`src/rtl/vram_write_scheduler_if.sv`:
```
// ---------------------------------------------------------------------------
// vram_write_scheduler_if
//   Bundles the request/response signals of the video-memory write scheduler.
//   The "slave" modport is the scheduler itself. The "master" modport is
//   whoever drives CPU writes and fill commands and observes the memory write
//   port.
//
//   CPU side    : iCpuWrite/iCpuAddr/iCpuColor in, oCpuFull/oCpuDropped out
//   Fill side   : iFillStart/iFillAbort/iFillBase/iFillWidth/iFillHeight/
//                 iFillColor in, oFillBusy/oFillDone out
//   Memory side : oVmWriteEnable/oVmWriteAddr/oVmData out (registered)
// ---------------------------------------------------------------------------
interface vram_write_scheduler_if #(
    parameter int ADDR_W  = 10,
    parameter int COLOR_W = 3
);
    // CPU write path
    logic               iCpuWrite;
    logic [ADDR_W-1:0]  iCpuAddr;
    logic [COLOR_W-1:0] iCpuColor;
    logic               oCpuFull;
    logic               oCpuDropped;

    // Rectangle fill engine
    logic               iFillStart;
    logic               iFillAbort;
    logic [ADDR_W-1:0]  iFillBase;
    logic [4:0]         iFillWidth;
    logic [4:0]         iFillHeight;
    logic [COLOR_W-1:0] iFillColor;
    logic               oFillBusy;
    logic               oFillDone;

    // Video memory write port
    logic               oVmWriteEnable;
    logic [ADDR_W-1:0]  oVmWriteAddr;
    logic [COLOR_W-1:0] oVmData;

    modport master (
        output iCpuWrite, iCpuAddr, iCpuColor,
        output iFillStart, iFillAbort, iFillBase, iFillWidth, iFillHeight, iFillColor,
        input  oCpuFull, oCpuDropped, oFillBusy, oFillDone,
        input  oVmWriteEnable, oVmWriteAddr, oVmData
    );

    modport slave (
        input  iCpuWrite, iCpuAddr, iCpuColor,
        input  iFillStart, iFillAbort, iFillBase, iFillWidth, iFillHeight, iFillColor,
        output oCpuFull, oCpuDropped, oFillBusy, oFillDone,
        output oVmWriteEnable, oVmWriteAddr, oVmData
    );
endinterface

```
`src/rtl/vram_write_scheduler.sv`:
```
// ---------------------------------------------------------------------------
// vram_write_scheduler
//   Owns the single write port of the 32x32x3-bit video memory
//   (addr = {row[4:0], col[4:0]}) and shares it between:
//     - CPU writes, buffered in a FIFO_DEPTH-entry FIFO;
//     - a rectangle-fill engine that paints (width+1)x(height+1) cells in
//       row-major order, each coordinate wrapping within its own 5-bit field.
//   At most one memory write is issued per clock. When both sources want the
//   port, a round-robin pointer gives it to the one not served last.
//
// Ports
//   clk  : system clock, all state on the rising edge
//   rst  : asynchronous active-high reset, clears all state
//   bus  : vram_write_scheduler_if.slave (CPU, fill and memory signals)
// ---------------------------------------------------------------------------
module vram_write_scheduler #(
    parameter int FIFO_DEPTH = 4,
    parameter int ADDR_W     = 10,
    parameter int COLOR_W    = 3
) (
    input  logic                  clk,
    input  logic                  rst,
    vram_write_scheduler_if.slave bus
);
    localparam int PTR_W   = (FIFO_DEPTH > 1) ? $clog2(FIFO_DEPTH) : 1;
    localparam int CNT_W   = PTR_W + 1;
    localparam int COL_W   = 5;
    localparam int ROW_W   = ADDR_W - COL_W;
    localparam int ENTRY_W = ADDR_W + COLOR_W;

    typedef enum logic {
        ST_IDLE = 1'b0,
        ST_FILL = 1'b1
    } fill_state_t;

    // ------------------------------------------------------------------
    // CPU FIFO
    // ------------------------------------------------------------------
    logic [ENTRY_W-1:0] entry_q [FIFO_DEPTH];
    logic [ENTRY_W-1:0] entry_d [FIFO_DEPTH];
    logic [PTR_W-1:0]   wr_ptr_q, wr_ptr_d;
    logic [PTR_W-1:0]   rd_ptr_q, rd_ptr_d;
    logic [CNT_W-1:0]   count_q,  count_d;
    logic               dropped_q, dropped_d;

    logic               cpu_full;
    logic               cpu_push;
    logic               cpu_req;
    logic [ENTRY_W-1:0] head_entry;
    logic [ADDR_W-1:0]  head_addr;
    logic [COLOR_W-1:0] head_color;

    // Fullness is judged on the registered count only, so a pop on the same
    // edge never makes room for a push presented while full.
    assign cpu_full   = (count_q == CNT_W'(FIFO_DEPTH));
    assign cpu_push   = bus.iCpuWrite && !cpu_full;
    assign cpu_req    = (count_q != '0);
    assign head_entry = entry_q[rd_ptr_q];
    assign head_addr  = head_entry[ENTRY_W-1:COLOR_W];
    assign head_color = head_entry[COLOR_W-1:0];

    // Storage: each slot reloads only when the write pointer addresses it.
    // While count < FIFO_DEPTH the write slot is never the slot being read
    // out, so a simultaneous push and pop cannot collide.
    genvar gi;
    generate
        for (gi = 0; gi < FIFO_DEPTH; gi++) begin : g_entry
            assign entry_d[gi] = (cpu_push && (wr_ptr_q == PTR_W'(gi)))
                               ? {bus.iCpuAddr, bus.iCpuColor}
                               : entry_q[gi];

            always_ff @(posedge clk or posedge rst) begin
                if (rst) begin
                    entry_q[gi] <= '0;
                end else begin
                    entry_q[gi] <= entry_d[gi];
                end
            end
        end
    endgenerate

    // ------------------------------------------------------------------
    // Fill engine state
    // ------------------------------------------------------------------
    fill_state_t        state_q, state_d;
    logic [ROW_W-1:0]   row0_q, row0_d;
    logic [COL_W-1:0]   col0_q, col0_d;
    logic [4:0]         width_q, width_d;
    logic [4:0]         height_q, height_d;
    logic [COLOR_W-1:0] fill_color_q, fill_color_d;
    logic [4:0]         dx_q, dx_d;
    logic [4:0]         dy_q, dy_d;
    logic               done_q, done_d;

    logic               fill_req;
    logic [ROW_W-1:0]   fill_row;
    logic [COL_W-1:0]   fill_col;

    // An abort withdraws the fill request in the same cycle, so the aborting
    // edge never issues a fill write; a CPU write can still take that slot.
    assign fill_req = (state_q == ST_FILL) && !bus.iFillAbort;

    // Row and column wrap independently: no carry from column into row.
    assign fill_row = row0_q + ROW_W'(dy_q);
    assign fill_col = col0_q + dx_q;

    // ------------------------------------------------------------------
    // Arbiter and memory write registers
    // ------------------------------------------------------------------
    logic               grant_cpu;
    logic               grant_fill;
    logic               last_fill_q, last_fill_d;
    logic               vm_we_q, vm_we_d;
    logic [ADDR_W-1:0]  vm_addr_q, vm_addr_d;
    logic [COLOR_W-1:0] vm_data_q, vm_data_d;

    // Round robin: on contention, serve whoever was not served last.
    // last_fill_q resets to 1 so the CPU wins the first contended slot.
    always_comb begin
        grant_cpu  = 1'b0;
        grant_fill = 1'b0;
        if (cpu_req && fill_req) begin
            grant_cpu  = last_fill_q;
            grant_fill = !last_fill_q;
        end else begin
            grant_cpu  = cpu_req;
            grant_fill = fill_req;
        end
    end

    // FIFO pointer/count update and drop flag.
    always_comb begin
        wr_ptr_d  = wr_ptr_q;
        rd_ptr_d  = rd_ptr_q;
        count_d   = count_q;
        dropped_d = bus.iCpuWrite && cpu_full;
        if (cpu_push) begin
            wr_ptr_d = wr_ptr_q + PTR_W'(1);
        end
        if (grant_cpu) begin
            rd_ptr_d = rd_ptr_q + PTR_W'(1);
        end
        count_d = count_q + CNT_W'(cpu_push) - CNT_W'(grant_cpu);
    end

    // Memory write port: address/data only change on a grant, so they hold
    // their last value through idle cycles.
    always_comb begin
        vm_we_d     = grant_cpu || grant_fill;
        vm_addr_d   = vm_addr_q;
        vm_data_d   = vm_data_q;
        last_fill_d = last_fill_q;
        if (grant_cpu) begin
            vm_addr_d   = head_addr;
            vm_data_d   = head_color;
            last_fill_d = 1'b0;
        end else if (grant_fill) begin
            vm_addr_d   = {fill_row, fill_col};
            vm_data_d   = fill_color_q;
            last_fill_d = 1'b1;
        end
    end

    // Fill FSM next state. The cursor only advances on a granted fill write,
    // so losing arbitration simply retries the same cell next cycle.
    always_comb begin
        state_d      = state_q;
        row0_d       = row0_q;
        col0_d       = col0_q;
        width_d      = width_q;
        height_d     = height_q;
        fill_color_d = fill_color_q;
        dx_d         = dx_q;
        dy_d         = dy_q;
        done_d       = 1'b0;
        case (state_q)
            ST_IDLE: begin
                if (bus.iFillStart) begin
                    state_d      = ST_FILL;
                    row0_d       = bus.iFillBase[ADDR_W-1:COL_W];
                    col0_d       = bus.iFillBase[COL_W-1:0];
                    width_d      = bus.iFillWidth;
                    height_d     = bus.iFillHeight;
                    fill_color_d = bus.iFillColor;
                    dx_d         = '0;
                    dy_d         = '0;
                end
            end
            ST_FILL: begin
                if (bus.iFillAbort) begin
                    state_d = ST_IDLE;
                end else if (grant_fill) begin
                    if (dx_q == width_q) begin
                        dx_d = '0;
                        if (dy_q == height_q) begin
                            state_d = ST_IDLE;
                            done_d  = 1'b1;
                        end else begin
                            dy_d = dy_q + 5'd1;
                        end
                    end else begin
                        dx_d = dx_q + 5'd1;
                    end
                end
            end
        endcase
    end

    // ------------------------------------------------------------------
    // State registers
    // ------------------------------------------------------------------
    always_ff @(posedge clk or posedge rst) begin
        if (rst) begin
            wr_ptr_q     <= '0;
            rd_ptr_q     <= '0;
            count_q      <= '0;
            dropped_q    <= 1'b0;
            state_q      <= ST_IDLE;
            row0_q       <= '0;
            col0_q       <= '0;
            width_q      <= '0;
            height_q     <= '0;
            fill_color_q <= '0;
            dx_q         <= '0;
            dy_q         <= '0;
            done_q       <= 1'b0;
            last_fill_q  <= 1'b1;
            vm_we_q      <= 1'b0;
            vm_addr_q    <= '0;
            vm_data_q    <= '0;
        end else begin
            wr_ptr_q     <= wr_ptr_d;
            rd_ptr_q     <= rd_ptr_d;
            count_q      <= count_d;
            dropped_q    <= dropped_d;
            state_q      <= state_d;
            row0_q       <= row0_d;
            col0_q       <= col0_d;
            width_q      <= width_d;
            height_q     <= height_d;
            fill_color_q <= fill_color_d;
            dx_q         <= dx_d;
            dy_q         <= dy_d;
            done_q       <= done_d;
            last_fill_q  <= last_fill_d;
            vm_we_q      <= vm_we_d;
            vm_addr_q    <= vm_addr_d;
            vm_data_q    <= vm_data_d;
        end
    end

    // ------------------------------------------------------------------
    // Outputs
    // ------------------------------------------------------------------
    assign bus.oCpuFull       = cpu_full;
    assign bus.oCpuDropped    = dropped_q;
    assign bus.oFillBusy      = (state_q == ST_FILL);
    assign bus.oFillDone      = done_q;
    assign bus.oVmWriteEnable = vm_we_q;
    assign bus.oVmWriteAddr   = vm_addr_q;
    assign bus.oVmData        = vm_data_q;

endmodule
```
`src/flat_wrapper.sv`:
```
// flat-port wrapper written by rule: the top's interface ports become plain ports
module vram_write_scheduler_flat 
#(
    parameter int FIFO_DEPTH = 4,
    parameter int ADDR_W     = 10,
    parameter int COLOR_W    = 3
)
  (clk, rst, bus_iCpuWrite, bus_iCpuAddr, bus_iCpuColor, bus_iFillStart, bus_iFillAbort, bus_iFillBase, bus_iFillWidth, bus_iFillHeight, bus_iFillColor, bus_oCpuFull, bus_oCpuDropped, bus_oFillBusy, bus_oFillDone, bus_oVmWriteEnable, bus_oVmWriteAddr, bus_oVmData);
  vram_write_scheduler_if #(.ADDR_W(ADDR_W), .COLOR_W(COLOR_W)) bus_i ();
  input  logic clk;
  input  logic rst;
  input wire logic [$bits(bus_i.iCpuWrite)-1:0] bus_iCpuWrite;
  input wire logic [$bits(bus_i.iCpuAddr)-1:0] bus_iCpuAddr;
  input wire logic [$bits(bus_i.iCpuColor)-1:0] bus_iCpuColor;
  input wire logic [$bits(bus_i.iFillStart)-1:0] bus_iFillStart;
  input wire logic [$bits(bus_i.iFillAbort)-1:0] bus_iFillAbort;
  input wire logic [$bits(bus_i.iFillBase)-1:0] bus_iFillBase;
  input wire logic [$bits(bus_i.iFillWidth)-1:0] bus_iFillWidth;
  input wire logic [$bits(bus_i.iFillHeight)-1:0] bus_iFillHeight;
  input wire logic [$bits(bus_i.iFillColor)-1:0] bus_iFillColor;
  output wire logic [$bits(bus_i.oCpuFull)-1:0] bus_oCpuFull;
  output wire logic [$bits(bus_i.oCpuDropped)-1:0] bus_oCpuDropped;
  output wire logic [$bits(bus_i.oFillBusy)-1:0] bus_oFillBusy;
  output wire logic [$bits(bus_i.oFillDone)-1:0] bus_oFillDone;
  output wire logic [$bits(bus_i.oVmWriteEnable)-1:0] bus_oVmWriteEnable;
  output wire logic [$bits(bus_i.oVmWriteAddr)-1:0] bus_oVmWriteAddr;
  output wire logic [$bits(bus_i.oVmData)-1:0] bus_oVmData;
  assign bus_i.iCpuWrite = bus_iCpuWrite;
  assign bus_i.iCpuAddr = bus_iCpuAddr;
  assign bus_i.iCpuColor = bus_iCpuColor;
  assign bus_i.iFillStart = bus_iFillStart;
  assign bus_i.iFillAbort = bus_iFillAbort;
  assign bus_i.iFillBase = bus_iFillBase;
  assign bus_i.iFillWidth = bus_iFillWidth;
  assign bus_i.iFillHeight = bus_iFillHeight;
  assign bus_i.iFillColor = bus_iFillColor;
  assign bus_oCpuFull = bus_i.oCpuFull;
  assign bus_oCpuDropped = bus_i.oCpuDropped;
  assign bus_oFillBusy = bus_i.oFillBusy;
  assign bus_oFillDone = bus_i.oFillDone;
  assign bus_oVmWriteEnable = bus_i.oVmWriteEnable;
  assign bus_oVmWriteAddr = bus_i.oVmWriteAddr;
  assign bus_oVmData = bus_i.oVmData;
  vram_write_scheduler #(.FIFO_DEPTH(FIFO_DEPTH), .ADDR_W(ADDR_W), .COLOR_W(COLOR_W)) u_core (.clk(clk), .rst(rst), .bus(bus_i));
endmodule
```
`config.mk`:
```
export PLATFORM = sky130hd
export DESIGN_NAME = vram_write_scheduler_flat
export DESIGN_NICKNAME = d
export VERILOG_FILES = /design/src/rtl/vram_write_scheduler_if.sv /design/src/rtl/vram_write_scheduler.sv /design/src/flat_wrapper.sv
export SDC_FILE = /design/constraint.sdc
export NUM_CORES = 1
export LEC_CHECK = 0
export ABC_AREA = 0
export ABC_CLOCK_PERIOD_IN_PS = 7000
export BUFFER_PORTS_ARGS = -buffer_cell sky130_fd_sc_hd__buf_2
export CORE_ASPECT_RATIO = 1.2
export CORE_MARGIN = 5
export CORE_UTILIZATION = 25
export DETAILED_ROUTE_END_ITERATION = 16
export PLACE_DENSITY = 0.52
export SYNTH_ARGS = -nofsm -noshare
export SYNTH_HDL_FRONTEND = slang
export SYNTH_SLANG_ARGS = --single-unit
```
`constraint.sdc`:
```
create_clock -name clk -period 7 [get_ports clk]
set_clock_uncertainty 0.15 [all_clocks]
set_input_delay 0.7 -clock clk [delete_from_list [all_inputs] [get_ports clk]]
set_output_delay 0.7 -clock clk [all_outputs]
set_load 0.02 [all_outputs]
```
==> impl_metrics.env <==
export IMPL_worst_path_max_delay_cell="a21oi_2"
export IMPL_start_util_pct=25.4
export IMPL_dp_final_hpwl_um=9190
export IMPL_grt_max_degree=87
export IMPL_insertion_delay_ns=0.35
export IMPL_r2r_end="u_core.dy_q[0]"
export IMPL_rrSetupSlack_ns=4.35
export IMPL_drcViolationCount=0
export IMPL_portBuffers=58
export IMPL_die_w_um=144
export IMPL_cp_top_family="simple AND/OR/NAND/NOR gates"
export IMPL_core_sq_um=21000
export IMPL_first_global_vias=3807
export IMPL_cp_end_kind="flop"
export IMPL_hold_buffers=0
export IMPL_place_ws_ns=4.13
export IMPL_peakVddDrop_mv=0.155
export IMPL_drive_above_1_share_pct=29.9
export IMPL_slowest_delay_ns=0.84
export IMPL_cts_resized=0
export IMPL_leakagePower_nw=2.82
export IMPL_dp_cells=763
export IMPL_io_pins=59
export IMPL_seq_power_share_pct=42.1
export IMPL_postSynthCellCount=457
export IMPL_period_share_pct=37.9
export IMPL_intPower_mw=1.72
export IMPL_tightest_slew_ns=1.08
export IMPL_fmax_mhz=377
export IMPL_status="finished clean"
export IMPL_netlist_area_sq_um=5350
export IMPL_ys_seq_area_share_pct=51.5
export IMPL_place_congestion=0.737
export IMPL_cts_setup_buffers=0
export IMPL_holdCritPathClass="in -> async"
export IMPL_syn_avg_cell_area_sq_um=11.7
export IMPL_drtIter0Drc=141
export IMPL_setup_tns_ns=0
export IMPL_worst_path_stages=4
export IMPL_cts_tree="built"
export IMPL_yosys_top_cells_count="dfrtp_1 (109), nand2_1 (82), mux2_2 (52), nor2_1 (19), xnor2_1 (16)"
export IMPL_slew_violations=0
export IMPL_die_area_sq_um=24400
export IMPL_cp_arrival_ns=2.72
export IMPL_ys_types=46
export IMPL_fillers=2188
export IMPL_synth_most_common_cell="dfrtp_1"
export IMPL_cp_max_fo=20
export IMPL_synth_edf_count=0
export IMPL_combPwrFrac_pct=38.4
export IMPL_powerDensity_nw_per_um2=432
export IMPL_syn_num_nets=516
export IMPL_htreeDepth=3
export IMPL_routed_wl_um=12500
export IMPL_ys_top_cells_by_area="dfrtp_1 (51%), mux2_2 (11%), nand2_1 (5.8%)"
export IMPL_num_rows=58
export IMPL_r2r_start="u_core.count_q[2]"
export IMPL_synthDominantCellAreaShare_pct=51.0
export IMPL_fin_nets=563
export IMPL_grt_overflow_total=0
export IMPL_finalSetupViolCount=0
export IMPL_root_buffer="clkbuf_16"
export IMPL_fin_cells=779
export IMPL_routedWlPerCell_um=16.1
export IMPL_cts_inserted_buffers=9
export IMPL_relSlewSlack_pct=28.1
export IMPL_rsz0062_at_grt="false"
export IMPL_ys_flop_type="dfrtp_1"
export IMPL_worstSetupPathType="reg -> reg"
export IMPL_critPathBufInv=0
export IMPL_grt_pass1_wl_um=20500
export IMPL_synth_seq_cells=110
export IMPL_cts_sinks=110
export IMPL_antenna_found_initial=1
export IMPL_startpoint_type="flop"
export IMPL_via_per_inst=4.59
export IMPL_finalHoldViolCount=0
export IMPL_pwr_share_clk_pct=19.5
export IMPL_netSwitchingPower_uw=938
export IMPL_reg2regPathDepth=4
export IMPL_antenna_left=0
export IMPL_vias=3573
export IMPL_finalCriticalPeriod_ns=2.65
export IMPL_cts_clk_slew_worst_paths_ns=0.07
export IMPL_drv_cap=0
export IMPL_worst_ep_required_time_ns=7.07
export IMPL_p_sw_share_pct=35.3
export IMPL_antenna_cells=0
export IMPL_setup_ws_ns=4.35
export IMPL_area_growth_pct=15.1
export IMPL_dr_pass1_iters=4
export IMPL_cts_path_max_buffers=2
export IMPL_synth_top_area_cell="dfrtp_1"
export IMPL_yosysWarnings=0
export IMPL_fp_dieH_um=170
export IMPL_cp_cell_sequence="or3_1 -> a21oi_2 -> and3_1 -> o221ai_1"
export IMPL_grtUsageTotal_pct=10.8
export IMPL_async_flop_share_pct=100
## sequential cells by signal, indices dropped and copies added (netlist names), 5 cells and up
register	cells
u_core.entry_q	52
u_core.bus.oVmWriteAddr	10
u_core.col0_q	5
u_core.dx_q	5
u_core.dy_q	5
u_core.height_q	5
u_core.row0_q	5
u_core.width_q	5
## power groups by stage
| stage | Clock, mW | Combinational [mW] | Sequential, mW |
|---|---|---|---|
| 6_report | 0.518 | 1.02 | 1.12 |
| 5_1_grt | 0.560 | 1.14 | 1.16 |
| 4_1_cts | 0.537 | 1.04 | 1.13 |
| 3_5_place_dp | 0 | 1.04 | 1.14 |
| 3_3_place_gp | 0 | 1.00 | 1.12 |
| 2_1_floorplan | 0 | 0.808 | 1.08 |
## cell type report
type / count / area [sq um] / share of cell area [%]
clock buffer: 12 / 246 / 4.00
clock inverter: 4 / 56.3 / 0.915
inverter: 12 / 47.5 / 0.772
multi-input combinational: 310 / 2400 / 39.0
sequential: 110 / 2750 / 44.7
tap: 270 / 338 / 5.49
timing repair buffer: 61 / 313 / 5.08
## placed cells by master (no fill, tap or decap), types with 5 or more instances in the layout
master and count:
and2_1 8, o21ai_1 6, xor2_1 7, nor2_1 19, dfrtp_1 109, buf_2 58, clkbuf_16 9, xnor2_1 16
a21oi_1 12, mux4_2 13, mux2_2 52, o21ai_0 10, ha_1 15, nand2_1 82, nand4_1 5, inv_1 11
a21o_1 6, a22oi_1 5
## worst max-delay path by stage
stage                                   to            startpoint  slack, ns
finish                      u_core.dy_q[0]     u_core.count_q[2]       4.35
detailed placement       u_core.count_q[2]        bus_iFillAbort       4.13
global placement         u_core.count_q[2]        bus_iFillAbort       4.25
CTS                         u_core.dy_q[0]     u_core.count_q[2]       4.34
global route             u_core.count_q[2]  u_core.bus.oFillBusy       4.20
floorplan           u_core.bus.oCpuDropped                   rst       3.25
## metal layers
| metal | vias to the layer above | wire [um] | global-route usage, % |
|---|---|---|---|
| met3 | 17 | 555 | 3.01 |
| li1 | 1677 | - | - |
| met5 | - | 13 | 0 |
| met1 | 1820 | 5180 | 12.7 |
| met2 | 57 | 6630 | 19.2 |
| met4 | 2 | 163 | 2.78 |
## metrics by stage
| step | util [%] | total power [mW] | hold WS (ns) | instance area (sq um) |
|---|---|---|---|---|
| 2_1_floorplan | - | 1.89 | 0.296 | 5350 |
| 3_3_place_gp | 27.8 | 2.12 | 0.331 | 5850 |
| 3_5_place_dp | 27.8 | 2.18 | 0.331 | 5850 |
| 4_1_cts | 29.3 | 2.71 | 0.168 | 6160 |
| 5_1_grt | 29.3 | 2.86 | 0.192 | 6160 |
| 6_report | 29.3 | 2.66 | 0.167 | 6160 |
## cell families after synthesis
family	Yosys count	synth area share [%]
compound gates	57	6.97
xor+xnor	23	3.77
fa+ha+maj	18	4.63
buf+inv	37	3.69
flops	110	51.5
mux	69	17.2
simple gates	143	12.3
Note: power is estimated with default switching activity, not from simulation.
